$ cat src/rtl/logic_capture_pkg.sv
// rtl/logic_capture_pkg.sv - shared state encoding and constants for the capture FIFO drain
package logic_capture_pkg;

    typedef enum logic [2:0] {
        IDLE,
        HDR,
        FETCH,
        SEND,
        FINISH
    } state_t;

    localparam logic [7:0] HDR_MAGIC      = 8'hA5;
    localparam int         BYTES_PER_WORD = 4;

endpackage

$ cat src/rtl/logic_capture_reader_ser.sv
// rtl/logic_capture_reader_ser.sv - 32-to-8 shift register, LS byte first, with last-byte flag
module logic_capture_reader_ser
    import logic_capture_pkg::*;
(
    input  logic        clk_i,
    input  logic        rst_ni,
    input  logic        load,
    input  logic        advance,
    input  logic [31:0] word,
    output logic [7:0]  data,
    output logic        last
);

    localparam int         IDX_W    = $clog2(BYTES_PER_WORD);
    localparam logic [IDX_W-1:0] LAST_IDX = IDX_W'(BYTES_PER_WORD - 1);

    logic [31:0]      shift;
    logic [IDX_W-1:0] idx;

    // load wins over advance so the final byte of one word can hand over to the next word
    always_ff @(posedge clk_i or negedge rst_ni) begin
        if (!rst_ni) begin
            shift <= '0;
            idx   <= '0;
        end else if (load) begin
            shift <= word;
            idx   <= '0;
        end else if (advance) begin
            shift <= {8'h00, shift[31:8]};
            idx   <= idx + 1'b1;
        end
    end

    assign data = shift[7:0];
    assign last = (idx == LAST_IDX);

endmodule

$ cat src/rtl/logic_capture_reader.sv
// rtl/logic_capture_reader.sv - capture FIFO drain to byte stream; LOGIC_CAPTURE_READER_HDR_EN adds a 4-byte header
module logic_capture_reader
    import logic_capture_pkg::*;
#(
    parameter int COUNT_W = 16
) (
    input  logic               clk_i,
    input  logic               rst_ni,
    input  logic               start_i,
    input  logic               abort_i,
    input  logic [COUNT_W-1:0] count_i,
    input  logic [31:0]        fifo_data_i,
    input  logic               fifo_valid_i,
    output logic               fifo_pop_o,
    output logic [7:0]         data_o,
    output logic               valid_o,
    input  logic               accept_i,
    output logic               busy_o,
    output logic               done_o,
    output logic [COUNT_W-1:0] remaining_o
);

    state_t             state;
    logic [COUNT_W-1:0] remaining;
    logic [COUNT_W-1:0] rem_after;
    logic               valid;
    logic               last;
    logic               word_done;
    logic               start_ok;
    logic               pop;
    logic               load;
    logic [31:0]        load_word;

    assign start_ok  = (state == IDLE) && start_i && !abort_i;
    assign word_done = valid && accept_i && last;
    // a header word does not count against the data words still owed
    assign rem_after = (state == SEND) ? remaining - COUNT_W'(1) : remaining;

    always_comb begin
        pop = 1'b0;
        if (!abort_i && fifo_valid_i) begin
            case (state)
                FETCH:     pop = 1'b1;
                HDR, SEND: pop = word_done && (rem_after != '0);
                default:   pop = 1'b0;
            endcase
        end
    end

`ifdef LOGIC_CAPTURE_READER_HDR_EN
    logic [23:0] count_ext;
    assign count_ext = 24'(count_i);
    assign load      = pop || start_ok;
    assign load_word = start_ok ? {count_ext, HDR_MAGIC} : fifo_data_i;
`else
    assign load      = pop;
    assign load_word = fifo_data_i;
`endif

    always_ff @(posedge clk_i or negedge rst_ni) begin
        if (!rst_ni) begin
            state     <= IDLE;
            valid     <= 1'b0;
            remaining <= '0;
        end else if (abort_i && state != IDLE) begin
            state     <= IDLE;
            valid     <= 1'b0;
            remaining <= '0;
        end else begin
            case (state)
                IDLE: begin
                    if (start_ok) begin
                        remaining <= count_i;
`ifdef LOGIC_CAPTURE_READER_HDR_EN
                        state     <= HDR;
                        valid     <= 1'b1;
`else
                        state     <= (count_i == '0) ? FINISH : FETCH;
`endif
                    end
                end
                FETCH: begin
                    if (fifo_valid_i) begin
                        state <= SEND;
                        valid <= 1'b1;
                    end
                end
                HDR, SEND: begin
                    if (word_done) begin
                        remaining <= rem_after;
                        if (rem_after == '0) begin
                            state <= FINISH;
                            valid <= 1'b0;
                        end else if (fifo_valid_i) begin
                            state <= SEND;
                        end else begin
                            state <= FETCH;
                            valid <= 1'b0;
                        end
                    end
                end
                default: state <= IDLE;
            endcase
        end
    end

    logic_capture_reader_ser u_ser (
        .clk_i   (clk_i),
        .rst_ni  (rst_ni),
        .load    (load),
        .advance (valid && accept_i),
        .word    (load_word),
        .data    (data_o),
        .last    (last)
    );

    assign fifo_pop_o  = pop;
    assign valid_o     = valid;
    assign busy_o      = (state != IDLE);
    assign done_o      = (state == FINISH);
    assign remaining_o = remaining;

endmodule

$ cat config.mk
export PLATFORM = sky130hd
export DESIGN_NAME = logic_capture_reader
export DESIGN_NICKNAME = d
export VERILOG_FILES = /design/src/rtl/logic_capture_pkg.sv /design/src/rtl/logic_capture_reader_ser.sv /design/src/rtl/logic_capture_reader.sv
export SDC_FILE = /design/constraint.sdc
export NUM_CORES = 1
export LEC_CHECK = 0
export CORE_MARGIN = 5
export CORE_UTILIZATION = 53
export DETAILED_ROUTE_END_ITERATION = 8
export PLACE_DENSITY_LB_ADDON = 0.3
export SLEW_MARGIN = 5
export SYNTH_ARGS = -nofsm -noshare
export SYNTH_HDL_FRONTEND = slang
export SYNTH_HIERARCHICAL = 1
export SYNTH_SLANG_ARGS = --single-unit
$ cat constraint.sdc
create_clock -name clk_i -period 4.8 [get_ports clk_i]
set_clock_uncertainty 0.1 [all_clocks]
set_input_delay 0.72 -clock clk_i [delete_from_list [all_inputs] [get_ports clk_i]]
set_output_delay 0.72 -clock clk_i [all_outputs]
set_load 0.02 [all_outputs]
==> reports/metrics.cfg, run 1 <==
[synth]
syn-num-nets=408
synth_top_area_cell=dfrtp_1
synthTopCellsByArea=dfrtp_1, mux2i_1, nand2_1, o21ai_1, o21ai_0
synth_top_flop_cell=dfrtp_1
avgSynthCellArea_um2=9.02
seq_area_frac_synth=0.425
ys_async_sr_fraction=1.00
synth_cell_types=49
synth_warnings=6
syn_inst=352
synth-edff-count=0
ys_seq_elements=54
synth_top_area_share=0.425
mappedNetlistArea_um2=3180

[clocking]
cts_resized=0
cts_hold_buffers=0
cts_setup_buffers=0
numCtsBuffers=5
htree_levels=2
cts_tree=done
clockBufferDepth=2
clkTransAtPathRegs_ns=0.09
cts_num_sinks=54
worstSkewPairLatency_ns=0.30
cts-root-buf=clkbuf_8

[pwr]
p_switching_uw=782
p_per_area_nw_per_um2=498
combinationalPowerShare=0.456
seq_power_share=0.393
p_int_mw=1.21
peakVddDrop_uv=321
pwr-share-clk=0.151
leakage_nw=1.64
swShare=0.394

[outcome]
status=finished clean

[routing]
drt-total-wl_um=7980
viasPerCell=5.75
drtPass1Iterations=4
drt_iter0_markers=114
antenna_left=0
wl_per_cell_um=16.4
via_count=2802
drc=0

[run]
cap_violations=0

[final_layout]
antenna_cells=0
stdcell_count=487
drive_gt1_frac=0.0461
area.growth.synth_to_final_pct=25.7
mostFrequentLayoutCells=clkdlybuf4s50_1, dfrtp_1, nand2_1
layout_commonest_cell=clkdlybuf4s50_1
nNetsFinal=467

[setup_path]
cp-end-kind=output pin
arrival_ns=3.10
rr_endpoint=u_ser/shift[29]$_DFFE_PN0P_
path_max_fanout=9
crit_start=remaining_o[4]$_DFFE_PN0P_
crit_end=fifo_pop_o
required_ns=3.98
reg2reg_depth=8
r2r_start=remaining_o[4]$_DFFE_PN0P_
path_class=register to output pin
startpoint_type=register
r2r_setup_slack_ns=1.62

[timing]
relSlewSlack=0.342
rsz0062_at_grt=false
tightest_slew_ns=0.987
max_freq_ghz=0.255
setup_viol=0
drv_slew=0
finalHoldViolations=0
fin_crit_ns=3.92
whs_ns=0.407
final.period_utilization=0.817
setup-tns-final_ns=0

[global_route]
grt_pass1_wl_um=13400
grt_max_degree=67
antenna_found_initial=0
overflow=0
grt_pass1_vias=2862
grt_usage=0.219

[floorplanning]
core_um2=5890
initial_core_util=0.540
pin_count=82
die_area_um2=7640
die_w_um=87.4
core.rowCount=28
die_h_um=87.4

[placement]
io_buffers=81
dpl.hpwl_um=5580
place_inst=479
place_congestion=0.919

[hold_path]
hp-class=register to register

## cells in the mapped netlist, types with 2 or more instances
| cell type | number |
|---|---|
| a21o_1 | 2 |
| xnor2_1 | 4 |
| and2_1 | 3 |
| clkbuf_1 | 10 |
| ha_1 | 2 |
| or4_4 | 2 |
| nor2_1 | 20 |
| inv_1 | 8 |
| nand4b_1 | 2 |
| a21oi_1 | 17 |
| nor3_1 | 8 |
| dfrtp_1 | 54 |
| o2bb2ai_1 | 6 |
| buf_4 | 9 |
| buf_6 | 4 |
| a22o_1 | 4 |
| o22ai_1 | 3 |
| buf_2 | 6 |
| nor4_1 | 8 |
| o21ai_1 | 31 |
| or3_1 | 3 |
| nor2b_1 | 3 |
| o21ai_0 | 24 |
| nand3b_1 | 2 |
| mux2i_1 | 26 |
| buf_12 | 2 |
| nand2_1 | 48 |
| nand3_1 | 7 |
| nand2b_1 | 10 |
| a31oi_1 | 2 |
| a22oi_1 | 2 |
| o31ai_1 | 3 |
## logic make-up after synthesis
| family | count (synthesis) | share of synthesized area |
|---|---|---|
| buffers and inverters | 39 | 0.0788 |
| adder cells (fa/ha/maj) | 2 | 0.00788 |
| XOR/XNOR | 4 | 0.0110 |
| flip-flops | 54 | 0.425 |
| AND/OR/NAND/NOR | 124 | 0.202 |
| multiplexers | 26 | 0.0819 |
| AO/OA/AOI/OAI | 103 | 0.193 |
## worst max-delay path, cell delays in order (launching register included)
cell	delay (ns)
dfrtp_1	0.50
or4_4	0.57
o21ai_1	0.16
a31oi_1	0.13
nor4_1	0.76
o21ai_4	0.12
clkdlybuf4s50_1	0.56
## sequential cells by signal (all words and copies together) (netlist names)
signal,cells
valid_o,1
u_ser/shift,32
remaining_o,16
u_ser/idx,2
state,3
## final cells by class
| type | count | area [um^2] |
|---|---|---|
| clock buffers | 6 | 72.6 |
| clock inverters | 2 | 37.5 |
| fillers | 496 | 1890 |
| inverters | 8 | 30.0 |
| multi-input cells | 259 | 1590 |
| flip-flops and latches | 54 | 1350 |
| well taps | 75 | 93.8 |
| repair buffers | 83 | 821 |
## metrics by stage
| step | setup WS [ns] | util | power, mW | instance area, um^2 |
|---|---|---|---|---|
| finish | 0.879 | 0.679 | 1.99 | 3990 |
| global route | 0.701 | 0.679 | 2.14 | 3990 |
| CTS | 0.854 | 0.679 | 2.00 | 3990 |
| detailed placement | 1.22 | 0.660 | 1.69 | 3880 |
| global placement | 1.29 | 0.660 | 1.66 | 3880 |
| floorplan | 1.72 | - | 1.41 | 3180 |
## metal layers
layer	up-vias	routed length (um)	global-route usage
met3	10	557	0.0482
met2	102	3860	0.352
met1	1326	3440	0.293
met4	0	118	0.0739
li1	1364	-	-
met5	-	0	0
## power by group through the flow
stage / registers (mW) / logic (mW) / clock network (mW)
final: 0.781 / 0.907 / 0.301
after global routing: 0.811 / 0.999 / 0.330
after CTS: 0.778 / 0.910 / 0.310
after detailed placement: 0.787 / 0.903 / 0
after global placement: 0.772 / 0.888 / 0
after floorplan: 0.801 / 0.606 / 0
## worst min-delay path by stage
| stage | startpoint | endpoint | cells past startpoint |
|---|---|---|---|
| CTS | u_ser/shift[31]$_DFFE_PN0P_ | u_ser/shift[31]$_DFFE_PN0P_ | 1 |
| global route | u_ser/shift[31]$_DFFE_PN0P_ | u_ser/shift[31]$_DFFE_PN0P_ | 1 |
| floorplan | rst_ni | remaining_o[0]$_DFFE_PN0P_ | 0 |
| finish | u_ser/shift[31]$_DFFE_PN0P_ | u_ser/shift[31]$_DFFE_PN0P_ | 1 |
| detailed placement | u_ser/shift[31]$_DFFE_PN0P_ | u_ser/shift[31]$_DFFE_PN0P_ | 1 |
| global placement | u_ser/shift[31]$_DFFE_PN0P_ | u_ser/shift[31]$_DFFE_PN0P_ | 1 |
Power figures use the tool's default switching activity.
==> inputs of run 2 (changes only) <==
--- a/config.mk
+++ b/config.mk
@@ -6,7 +6,7 @@
 export NUM_CORES = 1
 export LEC_CHECK = 0
 export CORE_MARGIN = 5
-export CORE_UTILIZATION = 53
+export CORE_UTILIZATION = 49
 export DETAILED_ROUTE_END_ITERATION = 8
 export PLACE_DENSITY_LB_ADDON = 0.3
 export SLEW_MARGIN = 5
==> constraint.sdc (replaced) <==
create_clock -name clk_i -period 3.69 [get_ports clk_i]
set_clock_uncertainty 0.1 [all_clocks]
set_input_delay 0.5535 -clock clk_i [delete_from_list [all_inputs] [get_ports clk_i]]
set_output_delay 0.5535 -clock clk_i [all_outputs]
set_load 0.02 [all_outputs]
==> run 2 against run 1 <==
- critical path depth grew 1
- routed wire length grew 1.7%
- global-route usage shrank 2.1 points
- sequential share of layout area shrank 0.30 points
- final cell count grew 1.6%
- via count grew 2.6%
- design area grew 0.91%
- largest power group unchanged
==> reports/metrics.cfg, run 2 (same netlist as run 1, synthesis figures left out) <==
[final_layout]
stdcell_count=495
nNetsFinal=474
largest_reg_flops=32
antenna_cells=0
layout_commonest_cell=clkdlybuf4s50_1
postLayoutCoreUtil=0.638
final_cell_area_um2=4030
mostFrequentLayoutCells=clkdlybuf4s50_1, dfrtp_1, nand2_1
drive_gt1_frac=0.0646
area.growth.synth_to_final_pct=26.9
regMostFlops=u_ser/shift

[outcome]
status=finished clean

[timing]
fin_crit_ns=3.25
setup_viol=0
finalHoldViolations=0
relSlewSlack=0.389
rsz0062_at_grt=false
setup-tns-final_ns=0
drv_slew=0
final.period_utilization=0.880
max_freq_ghz=0.308
tightest_slew_ns=0.916

[setup_path]
rr_endpoint=u_ser/shift[31]$_DFFE_PN0P_
startpoint_type=register
path_class=register to output pin
crit_start=remaining_o[10]$_DFFE_PN0P_
arrival_ns=2.59
required_ns=3.04
path_max_fanout=6
cp-end-kind=output pin
reg2reg_depth=9
crit_end=fifo_pop_o
r2r_start=remaining_o[10]$_DFFE_PN0P_
r2r_setup_slack_ns=0.59

[placement]
dpl.hpwl_um=5990
place_congestion=0.894
place_inst=488
postPlaceCellArea_um2=3940
io_buffers=81

[clocking]
clkTransAtPathRegs_ns=0.10
htree_levels=2
numCtsBuffers=5
worstSkewPairLatency_ns=0.30
cts_tree=done
cts-root-buf=clkbuf_8
cts_setup_buffers=0
cts_num_sinks=54
clockBufferDepth=2

[global_route]
grt_max_degree=67
antenna_found_initial=0
overflow=0
grt_pass1_vias=2737
grt_usage=0.199
grt_pass1_wl_um=13700

[routing]
drt_iter0_markers=123
antenna_left=0
drtPass1Iterations=4
viasPerCell=5.81
drc=0
drt-total-wl_um=8110
via_count=2875
wl_per_cell_um=16.4

[pwr]
leakage_nw=1.68
power.total_mw=2.54
peakVddDrop_uv=402
p_per_area_nw_per_um2=630

[run]
cap_violations=0

[floorplanning]
die_w_um=90.5
core.rowCount=29
die_h_um=90.5
pin_count=82
initial_core_util=0.503
die_area_um2=8190
core_um2=6310

[hold_path]
hp-class=primary input to asynchronous set/reset pin

[run 2: final cells by class]
| class | instances | area, um^2 |
|---|---|---|
| sequential | 54 | 1350 |
| multi-input combinational | 259 | 1590 |
| fill | 560 | 2280 |
| clock buffer | 5 | 68.8 |
| tap | 77 | 96.3 |
| clock inverter | 2 | 15.0 |
| inverter | 8 | 30.0 |
| timing repair buffer | 90 | 876 |
[run 2: worst max-delay path, stage by stage (launching register included)]
cell and delay [ns]:
dfrtp_1 0.44, or4_1 0.60, or4_4 0.54, nor2_8 0.12
nor4_1 0.06, buf_4 0.16, o21ai_4 0.14, dlymetal6s2s_1 0.23
[run 2: stage by stage]
stage | hold WS (ns) | setup slack [ns]
6_report | 0.142 | 0.443
5_1_grt | 0.180 | 0.320
4_1_cts | 0.158 | 0.0533
3_5_place_dp | 0.402 | 0.311
3_3_place_gp | 0.380 | 0.337
2_1_floorplan | 0.158 | 0.696
[run 2: layer usage]
metal | up-vias | part of all wire | global-route usage
li1 | 1377 | - | -
met1 | 1386 | 0.43 | 0.268
met3 | 4 | 0.073 | 0.0458
met4 | 0 | 0.0052 | 0.0434
met2 | 108 | 0.49 | 0.326
met5 | - | 0 | 0
[run 2: worst min-delay path by stage]
stage                                        to  cells after the start
floorplan            remaining_o[0]$_DFFE_PN0P_                      0
global placement    u_ser/shift[31]$_DFFE_PN0P_                      1
detailed placement  u_ser/shift[31]$_DFFE_PN0P_                      1
CTS                  u_ser/shift[4]$_DFFE_PN0P_                      1
global route        u_ser/shift[20]$_DFFE_PN0P_                      1
finish               u_ser/shift[4]$_DFFE_PN0P_                      1
[run 2: report_power, final]
group / switching (mW) / leakage, nW / total, mW / internal (mW)
Combinational: 0.639 / 0.942 / 1.21 / 0.566
Clock: 0.203 / 0.0362 / 0.334 / 0.130
Sequential: 0.186 / 0.706 / 1.00 / 0.813
Total: 1.03 / 1.68 / 2.54 / 1.51
[run 2: what timing repair did]
action                                  4_1_cts  5_1_grt
pin swaps                                     0        0
hold buffers                                  0        0
resized for setup                             1        1
endpoints found under the setup margin        1        1
==> inputs of run 3 (changes only) <==
--- a/config.mk
+++ b/config.mk
@@ -8,7 +8,7 @@
 export CORE_MARGIN = 5
 export CORE_UTILIZATION = 49
 export DETAILED_ROUTE_END_ITERATION = 8
-export PLACE_DENSITY_LB_ADDON = 0.3
+export PLACE_DENSITY = 0.8
 export SLEW_MARGIN = 5
 export SYNTH_ARGS = -nofsm -noshare
 export SYNTH_HDL_FRONTEND = slang
==> run 3 against run 2 <==
- utilization rose by 0.69 points
- combinational power barely moved
- count of clock-buffer cells in the layout rose by 1
- sequential cell count did not move
- design area rose by 1.1%
- routed wire length rose by 2.2%
==> reports/metrics.cfg, run 3 (same netlist as run 1, synthesis figures left out) <==
[outcome]
status=finished clean

[routing]
drt_iter0_markers=146
viasPerCell=5.66
wl_per_cell_um=16.7
drt-total-wl_um=8290
drtPass1Iterations=4
drc=0
via_count=2814
antenna_left=0

[timing]
drv_slew=0
setup-tns-final_ns=0
whs_ns=0.228
fin_crit_ns=3.28
max_freq_ghz=0.305
finalHoldViolations=0
rsz0062_at_grt=false
final.period_utilization=0.888
relSlewSlack=0.386
setup_viol=0
tightest_slew_ns=0.921

[clocking]
worstSkewPairLatency_ns=0.30
numCtsBuffers=5
cts_setup_buffers=0
cts_tree=done
htree_levels=2
cts-root-buf=clkbuf_8
clockBufferDepth=2
cts_num_sinks=54
clkTransAtPathRegs_ns=0.10

[pwr]
peakVddDrop_uv=423
p_per_area_nw_per_um2=647
power.total_mw=2.64
leakage_nw=1.72

[global_route]
use_met1=0.273
overflow=0
grt_pass1_vias=2766
grt_pass1_wl_um=13600
grt_util_met3=0.0467
antenna_found_initial=0
grt_usage=0.199
met2_usage=0.308
grt_max_degree=67
top_usage_layer=met2

[setup_path]
arrival_ns=2.62
required_ns=3.04
startpoint_type=register
cp-end-kind=output pin
path_class=register to output pin
path_max_fanout=6

[final_layout]
drive_gt1_frac=0.0690
area.growth.synth_to_final_pct=28.2
regMostFlops=u_ser/shift
nNetsFinal=476
antenna_cells=0
largest_reg_flops=32
layout_commonest_cell=clkdlybuf4s50_1
mostFrequentLayoutCells=clkdlybuf4s50_1, dfrtp_1, nand2_1

[placement]
dpl.hpwl_um=5990
place_congestion=0.915
io_buffers=81

[floorplanning]
core.rowCount=29
die_h_um=90.5
die_w_um=90.5
die_area_um2=8190
core_um2=6310
pin_count=82
initial_core_util=0.503

[hold_path]
hp-class=primary input to asynchronous set/reset pin

[run]
cap_violations=0

[run 3: cell types whose count changed in the layout (fill, tap and decap cells not counted), sizes merged]
| cell | before | now |
|---|---|---|
| buf | 10 | 12 |
| bufinv | 0 | 1 |
| clkbuf | 5 | 6 |
| clkinvlp | 2 | 0 |
[run 3: through the flow]
step	utilization	std cells	cell area, um^2	worst slack [ns]
floorplan	-	352	3180	0.696
global placement	0.626	490	3950	0.399
detailed placement	0.626	490	3950	0.382
CTS	0.644	497	4070	0.0256
global route	0.645	497	4070	0.331
finish	0.645	497	4070	0.415
[run 3: worst paths after layout]
check,startpoint,end,slack (ns),cells past startpoint
min,rst_ni,u_ser/shift[6]$_DFFE_PN0P_,0.23,1
max in group asynchronous,rst_ni,remaining_o[4]$_DFFE_PN0P_,2.46,2
min reg2reg,u_ser/shift[31]$_DFFE_PN0P_,u_ser/shift[31]$_DFFE_PN0P_,0.41,1
min in group clk_i,u_ser/shift[31]$_DFFE_PN0P_,u_ser/shift[31]$_DFFE_PN0P_,0.41,1
max,remaining_o[10]$_DFFE_PN0P_,fifo_pop_o,0.41,7
max reg2reg,remaining_o[10]$_DFFE_PN0P_,u_ser/shift[31]$_DFFE_PN0P_,0.58,9
[run 3: timing repair]
action / 4_1_cts / 5_1_grt
hold buffers: 0 / 0
endpoints found under the setup margin: 0 / 1
resized for setup: 0 / 2
[run 3: worst max-delay path, stage by stage (launching register included)]
cell and delay, ns:
dfrtp_1 0.44, or4_1 0.60, or4_4 0.55, nor2_8 0.12, nor4_1 0.06, buf_4 0.16, o21ai_4 0.14, dlymetal6s2s_1 0.24
[run 3: layer usage]
layer,part of all wire,up-vias,wire length (um)
met5,0,-,0
met4,0.018,0,148
met3,0.071,10,588
met2,0.45,105,3770
met1,0.46,1318,3790
li1,-,1381,-
[run 3: final cells by class]
type	instances	area, um^2
Clock buffer	6	82.6
Sequential cell	54	1350
Inverter	8	30.0
Tap cell	77	96.3
Multi-Input combinational cell	259	1590
Fill cell	532	2240
Timing Repair Buffer	92	891
Clock inverter	1	30.0
[run 3: power breakdown]
group / total, mW / leakage (nW) / switching (mW) / internal (mW)
combinational: 1.24 / 0.952 / 0.657 / 0.580
clock: 0.406 / 0.0573 / 0.189 / 0.217
sequential: 0.994 / 0.706 / 0.180 / 0.814
